[src/rtl/sram_ctrl_pkg.sv]
// Shared types and helpers for the SECDED burst SRAM controller.
package sram_ctrl_pkg;

   typedef enum logic [2:0] {
      ST_IDLE,
      ST_SLEEP,
      ST_WAKE,
      ST_WR_SETUP,
      ST_WR_STROBE,
      ST_RD_SETUP,
      ST_RD_CAPTURE
   } state_e;

   localparam logic [7:0] KEY_DEFAULT = 8'hA5;

   // Hamming bits P (smallest P with 2**P >= data_w+P+1) plus one overall parity bit.
   function automatic int ecc_width(input int data_w);
      int p;
      p = 0;
      for (int i = 7; i >= 1; i--) begin
         if ((1 << i) >= data_w + i + 1) p = i;
      end
      return p + 1;
   endfunction

endpackage

[src/rtl/sram_secded_codec.sv]
// Combinational SECDED encoder (write side) and decoder/corrector (read side).
module sram_secded_codec
   import sram_ctrl_pkg::*;
#(
   parameter int DATA_W = 8
) (
   input  logic [DATA_W-1:0]                   enc_data_i,
   output logic [DATA_W+ecc_width(DATA_W)-1:0] enc_word_o,
   input  logic [DATA_W+ecc_width(DATA_W)-1:0] dec_word_i,
   output logic [DATA_W-1:0]                   dec_data_o,
   output logic                                dec_corr_o,
   output logic                                dec_uncorr_o
);

   localparam int ECC_W = ecc_width(DATA_W);
   localparam int P     = ECC_W - 1;
   localparam int N     = DATA_W + P;

   // Data bits occupy the non-power-of-two Hamming positions 1..N in ascending order.
   function automatic logic [N:1] scatter(input logic [DATA_W-1:0] d);
      logic [N:1] cw;
      int         j;
      cw = '0;
      j  = 0;
      for (int pos = 1; pos <= N; pos++) begin
         if ((pos & (pos - 1)) != 0) begin
            cw[pos] = d[j];
            j++;
         end
      end
      return cw;
   endfunction

   function automatic logic [DATA_W-1:0] gather(input logic [N:1] cw);
      logic [DATA_W-1:0] d;
      int                j;
      d = '0;
      j = 0;
      for (int pos = 1; pos <= N; pos++) begin
         if ((pos & (pos - 1)) != 0) begin
            d[j] = cw[pos];
            j++;
         end
      end
      return d;
   endfunction

   function automatic logic [P-1:0] syndrome(input logic [N:1] cw);
      logic [P-1:0] s;
      s = '0;
      for (int pos = 1; pos <= N; pos++) begin
         for (int b = 0; b < P; b++) begin
            if (((pos >> b) & 1) == 1) s[b] = s[b] ^ cw[pos];
         end
      end
      return s;
   endfunction

   logic [N:1]   enc_cw;
   logic [P-1:0] enc_ham;

   always_comb begin
      enc_cw     = scatter(enc_data_i);
      enc_ham    = syndrome(enc_cw);
      enc_word_o = {^{enc_ham, enc_data_i}, enc_ham, enc_data_i};
   end

   logic [N:1]   dec_cw;
   logic [P-1:0] dec_syn;
   logic         dec_par_bad;

   always_comb begin
      dec_cw = scatter(dec_word_i[DATA_W-1:0]);
      for (int b = 0; b < P; b++) dec_cw[1 << b] = dec_word_i[DATA_W + b];
      dec_syn      = syndrome(dec_cw);
      dec_par_bad  = ^dec_word_i;
      dec_corr_o   = 1'b0;
      dec_uncorr_o = 1'b0;
      // Syndrome 0 with bad parity means the overall parity bit itself flipped.
      if (dec_par_bad) begin
         if (int'(dec_syn) <= N) begin
            dec_corr_o = 1'b1;
            if (dec_syn != '0) dec_cw[dec_syn] = ~dec_cw[dec_syn];
         end else begin
            dec_uncorr_o = 1'b1;
         end
      end else if (dec_syn != '0) begin
         dec_uncorr_o = 1'b1;
      end
      dec_data_o = dec_uncorr_o ? dec_word_i[DATA_W-1:0] : gather(dec_cw);
   end

endmodule

[src/rtl/sram_secded_burst_ctrl.sv]
// Key-gated burst controller for an external async SRAM with per-word SECDED and idle sleep.
module sram_secded_burst_ctrl
   import sram_ctrl_pkg::*;
#(
   parameter int         DATA_W   = 8,
   parameter int         ADDR_W   = 16,
   parameter int         LEN_W    = 8,
   parameter int         IDLE_CYC = 64,
   parameter logic [7:0] KEY      = KEY_DEFAULT
) (
   input  logic                                clk,
   input  logic                                rst_n,
   input  logic                                req_valid,
   output logic                                req_ready,
   input  logic                                req_we,
   input  logic [ADDR_W-1:0]                   req_addr,
   input  logic [LEN_W-1:0]                    req_len,
   input  logic [7:0]                          req_key,
   input  logic [DATA_W-1:0]                   wr_data,
   input  logic                                wr_valid,
   output logic                                wr_ready,
   output logic [DATA_W-1:0]                   rd_data,
   output logic                                rd_valid,
   output logic                                rd_last,
   output logic                                access_denied,
   output logic                                corr_err,
   output logic                                uncorr_err,
   output logic                                power_save,
   output logic                                sram_cs_n,
   output logic                                sram_we_n,
   output logic                                sram_oe_n,
   output logic [ADDR_W-1:0]                   sram_addr,
   output logic [DATA_W+ecc_width(DATA_W)-1:0] sram_wdata,
   output logic                                sram_dq_oe,
   input  logic [DATA_W+ecc_width(DATA_W)-1:0] sram_rdata
);

   localparam int                CODE_W    = DATA_W + ecc_width(DATA_W);
   localparam int                IDLE_W    = $clog2(IDLE_CYC + 1);
   localparam logic [IDLE_W-1:0] IDLE_LAST = IDLE_W'(IDLE_CYC - 1);

   state_e              state_q, state_d;
   logic [ADDR_W-1:0]   addr_q, addr_d;
   logic [LEN_W-1:0]    beats_q, beats_d;
   logic [IDLE_W-1:0]   idle_cnt_q, idle_cnt_d;
   logic [CODE_W-1:0]   wdata_q, wdata_d;
   logic [DATA_W-1:0]   rd_data_q, rd_data_d;
   logic                rd_valid_q, rd_valid_d;
   logic                rd_last_q, rd_last_d;
   logic                corr_q, corr_d;
   logic                uncorr_q, uncorr_d;
   logic                denied_q, denied_d;
   logic                cs_n_q, cs_n_d;
   logic                we_n_q, we_n_d;
   logic                oe_n_q, oe_n_d;
   logic                dq_oe_q, dq_oe_d;
   logic                req_ready_q, req_ready_d;
   logic                wr_ready_q, wr_ready_d;
   logic                power_save_q, power_save_d;

   logic [CODE_W-1:0]   enc_word;
   logic [DATA_W-1:0]   dec_data;
   logic                dec_corr;
   logic                dec_uncorr;

   sram_secded_codec #(.DATA_W(DATA_W)) u_codec (
      .enc_data_i   (wr_data),
      .enc_word_o   (enc_word),
      .dec_word_i   (sram_rdata),
      .dec_data_o   (dec_data),
      .dec_corr_o   (dec_corr),
      .dec_uncorr_o (dec_uncorr)
   );

   always_comb begin
      state_d    = state_q;
      addr_d     = addr_q;
      beats_d    = beats_q;
      idle_cnt_d = '0;
      wdata_d    = wdata_q;
      rd_data_d  = rd_data_q;
      rd_valid_d = 1'b0;
      rd_last_d  = 1'b0;
      corr_d     = 1'b0;
      uncorr_d   = 1'b0;
      denied_d   = 1'b0;

      case (state_q)
         ST_IDLE: begin
            if (req_valid) begin
               if (req_ready_q) begin
                  if (req_key == KEY) begin
                     addr_d  = req_addr;
                     beats_d = req_len;
                     state_d = req_we ? ST_WR_SETUP : ST_RD_SETUP;
                  end else begin
                     denied_d = 1'b1;
                  end
               end
            end else if (idle_cnt_q == IDLE_LAST) begin
               state_d = ST_SLEEP;
            end else begin
               idle_cnt_d = idle_cnt_q + IDLE_W'(1);
            end
         end
         ST_SLEEP: begin
            if (req_valid) state_d = ST_WAKE;
         end
         ST_WAKE: state_d = ST_IDLE;
         ST_WR_SETUP: begin
            if (wr_valid) begin
               wdata_d = enc_word;
               state_d = ST_WR_STROBE;
            end
         end
         ST_WR_STROBE: begin
            addr_d  = addr_q + ADDR_W'(1);
            beats_d = beats_q - LEN_W'(1);
            state_d = (beats_q == '0) ? ST_IDLE : ST_WR_SETUP;
         end
         ST_RD_SETUP: state_d = ST_RD_CAPTURE;
         ST_RD_CAPTURE: begin
            rd_data_d  = dec_data;
            rd_valid_d = 1'b1;
            rd_last_d  = (beats_q == '0);
            corr_d     = dec_corr;
            uncorr_d   = dec_uncorr;
            addr_d     = addr_q + ADDR_W'(1);
            beats_d    = beats_q - LEN_W'(1);
            state_d    = (beats_q == '0) ? ST_IDLE : ST_RD_SETUP;
         end
         default: state_d = ST_IDLE;
      endcase

      // Strobes decode from the next state so they stay aligned with the state register;
      // dq_oe and oe_n come from disjoint state sets and can never overlap.
      cs_n_d       = !(state_d inside {ST_WR_SETUP, ST_WR_STROBE, ST_RD_SETUP, ST_RD_CAPTURE});
      we_n_d       = (state_d != ST_WR_STROBE);
      oe_n_d       = !(state_d inside {ST_RD_SETUP, ST_RD_CAPTURE});
      dq_oe_d      = (state_d inside {ST_WR_SETUP, ST_WR_STROBE});
      req_ready_d  = (state_d == ST_IDLE);
      wr_ready_d   = (state_d == ST_WR_SETUP);
      power_save_d = (state_d == ST_SLEEP);
   end

   always_ff @(posedge clk) begin
      if (!rst_n) begin
         state_q      <= ST_IDLE;
         addr_q       <= '0;
         beats_q      <= '0;
         idle_cnt_q   <= '0;
         wdata_q      <= '0;
         rd_data_q    <= '0;
         rd_valid_q   <= 1'b0;
         rd_last_q    <= 1'b0;
         corr_q       <= 1'b0;
         uncorr_q     <= 1'b0;
         denied_q     <= 1'b0;
         cs_n_q       <= 1'b1;
         we_n_q       <= 1'b1;
         oe_n_q       <= 1'b1;
         dq_oe_q      <= 1'b0;
         req_ready_q  <= 1'b0;
         wr_ready_q   <= 1'b0;
         power_save_q <= 1'b0;
      end else begin
         state_q      <= state_d;
         addr_q       <= addr_d;
         beats_q      <= beats_d;
         idle_cnt_q   <= idle_cnt_d;
         wdata_q      <= wdata_d;
         rd_data_q    <= rd_data_d;
         rd_valid_q   <= rd_valid_d;
         rd_last_q    <= rd_last_d;
         corr_q       <= corr_d;
         uncorr_q     <= uncorr_d;
         denied_q     <= denied_d;
         cs_n_q       <= cs_n_d;
         we_n_q       <= we_n_d;
         oe_n_q       <= oe_n_d;
         dq_oe_q      <= dq_oe_d;
         req_ready_q  <= req_ready_d;
         wr_ready_q   <= wr_ready_d;
         power_save_q <= power_save_d;
      end
   end

   assign req_ready     = req_ready_q;
   assign wr_ready      = wr_ready_q;
   assign rd_data       = rd_data_q;
   assign rd_valid      = rd_valid_q;
   assign rd_last       = rd_last_q;
   assign access_denied = denied_q;
   assign corr_err      = corr_q;
   assign uncorr_err    = uncorr_q;
   assign power_save    = power_save_q;
   assign sram_cs_n     = cs_n_q;
   assign sram_we_n     = we_n_q;
   assign sram_oe_n     = oe_n_q;
   assign sram_addr     = addr_q;
   assign sram_wdata    = wdata_q;
   assign sram_dq_oe    = dq_oe_q;

endmodule

[config.mk]
export PLATFORM = sky130hd
export DESIGN_NAME = sram_secded_burst_ctrl
export DESIGN_NICKNAME = d
export VERILOG_FILES = /design/src/rtl/sram_ctrl_pkg.sv /design/src/rtl/sram_secded_codec.sv /design/src/rtl/sram_secded_burst_ctrl.sv
export SDC_FILE = /design/constraint.sdc
export NUM_CORES = 1
export LEC_CHECK = 0
export ABC_AREA = 1
export ABC_CLOCK_PERIOD_IN_PS = 2450
export CORE_MARGIN = 5
export CORE_UTILIZATION = 50
export DETAILED_ROUTE_END_ITERATION = 10
export PLACE_DENSITY = 0.79
export SLEW_MARGIN = 15
export SYNTH_ARGS = -nofsm -noshare
export SYNTH_HDL_FRONTEND = slang
export SYNTH_HIERARCHICAL = 1
export SYNTH_SLANG_ARGS = --single-unit
[constraint.sdc]
create_clock -name clk -period 2.45 [get_ports clk]
set_input_delay 0.3675 -clock clk [delete_from_list [all_inputs] [get_ports clk]]
set_output_delay 0.3675 -clock clk [all_outputs]
set_load 0.02 [all_outputs]
Word level (Yosys, flattened, before mapping):

Cells that the tools add are included.

* bitwise gates (word level): 35
* order comparisons: 3
* $add $sub $neg: 3
* multiply operators: 0
* muxes and demuxes: 33
* shift-type cells: 0
* equal/unequal tests: 16
* reduce and logical (&&, ||, !) cells: 20
* divide/modulo/power cells: 0

Operators by type and width (number)
* 16-bit two-way mux: 3
* 12-bit two-way mux: 3
* 8-bit two-way mux: 4
* 16-bit case mux with 2 select lines: 1
* 1-bit bitwise XOR: 32
* 3-bit two-way mux: 8
* 3-bit equality test, second input constant: 6
* 3-bit case mux with 6 select lines: 1
* 16-bit by 1-bit adder with 16-bit output, second input constant: 1
* 8-bit case mux with 2 select lines: 1
* 13-bit parity: 1
* 12-bit bitwise mux: 1
* 12-bit parity: 1
* 8-bit equality test, second input constant: 1
* 8-bit logical NOT: 1
* 1-bit two-way mux: 8
* 4-bit AND reduction: 2
* 4-bit nonzero test: 2
* 8-bit by 1-bit subtractor with 8-bit output, second input constant: 1
* 7-bit by 1-bit adder with 7-bit output, second input constant: 1
* 7-bit by 6-bit equality test with 1-bit output, second input constant: 1
* 3-bit by 1-bit equality test with 1-bit output, second input constant: 2
* 3-bit by 2-bit equality test with 1-bit output, second input constant: 2
* 3-bit logical NOT: 2
* 16 further kinds: 24

* memories kept: 0
* output and inout bits: 49
* memory bits (writable): 0
* memory bits (read-only): 0
* bits in latches: 0
* word-level logic and storage cells: 128
* flip-flop bits (word level): 67
* input bits: 58

Logic depth before layout (Yosys ltp):

* depth after elaboration: 14
* mapped depth: 19
* gate-level depth less buffers: 18

Modules after synthesis:

Netlist, hierarchy kept.

By module, submodules not included
* sram_secded_burst_ctrl: instances 1, cells each 479, area an instance 3269.4 um^2
* sram_secded_codec: instances 1, cells each 209, area an instance 1087.3 um^2

Worst setup path before layout:

No wires, ideal clock.

* kind: input to register
* start: input port sram_rdata[4]
* end: register rd_data_q[7] (netlist: rd_data[7])
* setup time: 134 ps
* path slack: 598 ps
* buffers on the path: 1
* arrival: 1718 ps
* required time: 2316 ps
* stages on the path: 17
* path through: buf_4 > inv_4 > nand2_2 > nand3_1 > nand2_1 > nand2_1 > nand3_1 > nand2_2 > nand2_2 > nand2_2 > nand3_1 > nor2_1 > nand3_2 > nor2_1 > nor2_1 > nand2_1 > a21oi_1

* cells in the longest elaborated chain, start to end: 13

RTL lines
* start: declaration: RTL line sram_secded_burst_ctrl.sv:35 `input logic [DATA_W+ecc_width(DATA_W)-1:0] sram_rdata`
* 1-bit bitwise XOR (4 in a row): RTL line sram_secded_codec.sv:53 `if (((pos >> b) & 1) == 1) s[b] = s[b] ^ cw[pos];`
* 4-bit by 5-bit less-than comparator with 1-bit output (implied by the code) / 4-bit by 1-bit >= comparator with 1-bit output (equally long branches): RTL line sram_secded_codec.sv:83 `if (dec_syn != '0) dec_cw[dec_syn] = ~dec_cw[dec_syn];`
* 1-bit logical AND (implied by the code): RTL line sram_secded_codec.sv:83
* 1-bit two-way mux (implied by the code): RTL line sram_secded_codec.sv:83
* 1-bit demux with 4-bit select
* 12-bit bitwise mux: RTL line sram_secded_codec.sv:83
* 12-bit two-way mux: RTL line sram_secded_codec.sv:83
* 12-bit two-way mux: RTL line sram_secded_codec.sv:81 `if (int'(dec_syn) <= N) begin`
* 12-bit two-way mux: RTL line sram_secded_codec.sv:80 `if (dec_par_bad) begin`
* 8-bit two-way mux *: RTL line sram_secded_codec.sv:90 `dec_data_o = dec_uncorr_o ? dec_word_i[DATA_W-1:0] : gather(dec_cw);`
* net dec_data[7]: RTL line sram_secded_burst_ctrl.sv:62 `logic [DATA_W-1:0] dec_data;`
* end signal: assignment: RTL line sram_secded_burst_ctrl.sv:172 `rd_data_q <= rd_data_d;`
* end: declaration: RTL line sram_secded_burst_ctrl.sv:47 `logic [DATA_W-1:0] rd_data_q, rd_data_d;`

The timed path passes the listed nets; every way through them passes the cells marked *. The select of a mux whose other input is x is not followed.
A chain may end at the register's enable or synchronous reset.

Worst setup path in the final report:

* start: input port sram_rdata[3]
* end: register rd_data_q[6] (netlist: rd_data[6])

* cells in the longest elaborated chain, start to end: 12

RTL lines (RTL line)
* 1-bit bitwise XOR (3 in a row): sram_secded_codec.sv:53
* 4-bit by 5-bit less-than comparator with 1-bit output (implied by the code) / 4-bit by 1-bit >= comparator with 1-bit output (equally long branches): sram_secded_codec.sv:83
* 1-bit logical AND (implied by the code): sram_secded_codec.sv:83
* 1-bit two-way mux (implied by the code): sram_secded_codec.sv:83
* 1-bit demux with 4-bit select
* 12-bit bitwise mux: sram_secded_codec.sv:83
* 12-bit two-way mux: sram_secded_codec.sv:83
* 12-bit two-way mux: sram_secded_codec.sv:81
* 12-bit two-way mux: sram_secded_codec.sv:80
* 8-bit two-way mux *: sram_secded_codec.sv:90
* net dec_data[6]: sram_secded_burst_ctrl.sv:62

Marks and branches as above.

==> results.toml <==
[yosys]
async_flop_share_pct = 0
synth_cell_type_count = 36
syn_inst = 688
avgSynthCellArea_um2 = 6.33
yosysWarnings = 6
synthesis.nets = 749
synthesis.area_um2 = 4360
ys_ff_latch = 67
yosysSeqAreaShare_pct = 30.8
synthFlopType = "dfxtp_1"
synth-edff-count = 0

[sta]
whs_ns = 0.458
timing.final.ws_setup_ns = 0.249
rsz0062_at_grt = "false"
skew_ns = 0.0138
maxSlewViolCount = 0
finalCriticalPeriod_ns = 2.20
setup_violations = 0
max_slew.worst_pin.slew_ns = 0.589
fin_setup_tns_ns = 0
max_freq_mhz = 454
final_hold_viol_count = 0
min_period_over_period_pct = 89.9
maxSlewHeadroom_pct = 60.7

[floorplan]
rows = 34
dieArea_um2 = 10700
die_y_um = 103
die_w_um = 103
initial_core_util_pct = 50.7
ioPinCount = 107
core-area_um2 = 8590

[worst_setup_path]
crit_path_cell_trace = "clkdlybuf4s50_1, buf_4, xor2_1, nand3b_1, nand2_2, inv_4, nor2_2, nand2_1, nand3_1, nor2_1, nand3_2, nor2_1, nor2_1, nand2_1, a21oi_1"
slowest_delay_ns = 0.54
start_kind = "primary input"
slowest_stage = "clkdlybuf4s50_1"
path_max_fanout = 9
required_ns = 2.67
worstSetupEndpointType = "flip-flop"
critPathArrivalTime_ns = 2.42
crit_top_cell = "nor2_1"
critical_path_class = "in2reg"

[power]
vdd_drop_max_mv = 0.253
total_power_mw = 2.64
power_density_nw_per_um2 = 457
p_leak_nw = 2.42

[cts]
cts_tree = "done"
post_cts_buffers = 0
clkSinkCount = 67
clk_pin_slew_ns = 0.07
clk_latency_ns = 0.35
cts-buffers-inserted = 9
root_buffer = "clkbuf_8"
h-tree-depth = 3
cts.path.max_buffers = 2

[grt]
grt.total_usage_pct = 22.0
grt_pass1_wl_um = 19100
grt_overflow = 0
antenna_found_initial = 0
grt_pass1_vias = 4527
grt_max_degree = 37

[placed_design]
hpwl_um = 9130
place_ws_ns = -0.131
gp_congestion = 0.952
portBuffers = 106
dp_cells = 899

[route]
drtIter0Drc = 204
drtAntennaViolNets = 0
wire_per_inst_um = 12.9
firstDrtPassIters = 4
vias = 4725
post_drt_via_cell_ratio = 5.16
drt_wl_total_um = 11800
drc_errors = 0

[final_layout]
final_cells = 915
drive_gt1_share_pct = 12.0
antenna_cells = 0
nets = 863
areaGrowthSynthToFinish_pct = 32.6

[flow_run]
maxCapViolations = 0

[worst_hold_path]
hp-class = "reg2reg"

[status]
status = "completed"
-- registers in the layout, indices dropped and copies added, names as in the netlist, 3 cells and up --
name,count
rd_data,8
idle_cnt_q,7
state_q,3
beats_q,8
sram_addr,16
sram_wdata,13
-- worst max-delay path, delay by kind of cell --
kind,cells,cell delay [ns]
buf+inv,3,0.80
xor+xnor,1,0.24
simple gates,10,0.97
compound gates,1,0.06
-- kinds of logic after synthesis --
logic type                 count (synthesis)  synth area share [%]
and+or+nand+nor                          396                  40.9
buffers and inverters                    110                  11.3
DFF                                       67                  30.8
adders and majority gates                  3                 0.862
AOI/OAI and AO/OA                         84                  10.4
xor gates and xnor gates                  28                  5.80
-- synthesized netlist by cell type, types with 2 or more instances --
library cell    n  share of area, %
nand2_1       196                17
nor2_1         85               7.3
inv_1          72               6.2
dfxtp_1        67                31
nand3_1        45               5.2
a21oi_1        40               4.6
o21ai_0        27               3.1
nand2_2        19               2.7
xnor2_1        16               3.2
nand4_1        12               1.7
buf_4          11               1.9
xor2_1         11               2.2
nor3_1         10               1.1
a31oi_1         9               1.3
inv_2           8              0.69
nor2_2          8               1.1
buf_2           7              0.80
clkbuf_1        6              0.52
nand3_2         5               1.1
o211ai_1        4              0.69
buf_6           3              0.78
ha_1            3              0.86
inv_4           3              0.43
nand2_4         3              0.78
nor2_4          3              0.78
nand3b_1        2              0.34
nor3_2          2              0.46
nor3b_1         2              0.34
or2_2           2              0.29
-- layer usage --
layer	share of wire (%)	track usage, %
met5	0	0
met4	1.5	6.87
met3	5.8	3.89
met2	51	39.8
met1	42	26.4
-- placed cells by master (no fill, tap or decap), types with 10 or more instances in the layout --
cell and instances:
a21oi_1 40, buf_4 24, clkbuf_8 11, clkdlybuf4s50_1 104, dfxtp_1 67, inv_1 72, nand2_1 196, nand2_2 19
nand3_1 45, nand4_1 12, nor2_1 84, nor3_1 10, o21ai_0 27, xnor2_1 16, xor2_1 11
-- power breakdown --
part	leakage, nW	internal (mW)	switching (mW)
registers	0.540	1.09	0.00291
clock network	0.106	0.529	0.448
logic	1.77	0.258	0.308
-- worst paths after layout --
path	slack [ns]	depth (start not counted)	from	end
setup / recovery	0.25	15	sram_rdata[3]	rd_data[6]
hold / removal	0.46	1	idle_cnt_q[0]	idle_cnt_q[0]
setup reg to reg	0.57	6	state_q[2]	sram_addr[3]
hold reg to reg	0.46	1	idle_cnt_q[0]	idle_cnt_q[0]
-- area by class of cell --
class | count | area, um^2
clock buffers | 11 | 151
clock inverters | 5 | 60.1
fillers | 776 | 2820
inverters | 83 | 319
multi-input cells | 511 | 2520
flip-flops and latches | 67 | 1340
well taps | 108 | 135
repair buffers | 130 | 1250
-- per-stage QoR --
stage	area (um^2)	utilization, %
after CTS	5770	67.2
final	5780	67.2
after global placement	5560	64.7
after global routing	5780	67.2
after floorplan	4360	-
after detailed placement	5560	64.7
-- what timing repair did --
action	CTS	global route
gates resized for setup	0	3
setup endpoints to repair	0	5
hold buffers	0	0
(Power assumes the default switching activity.)
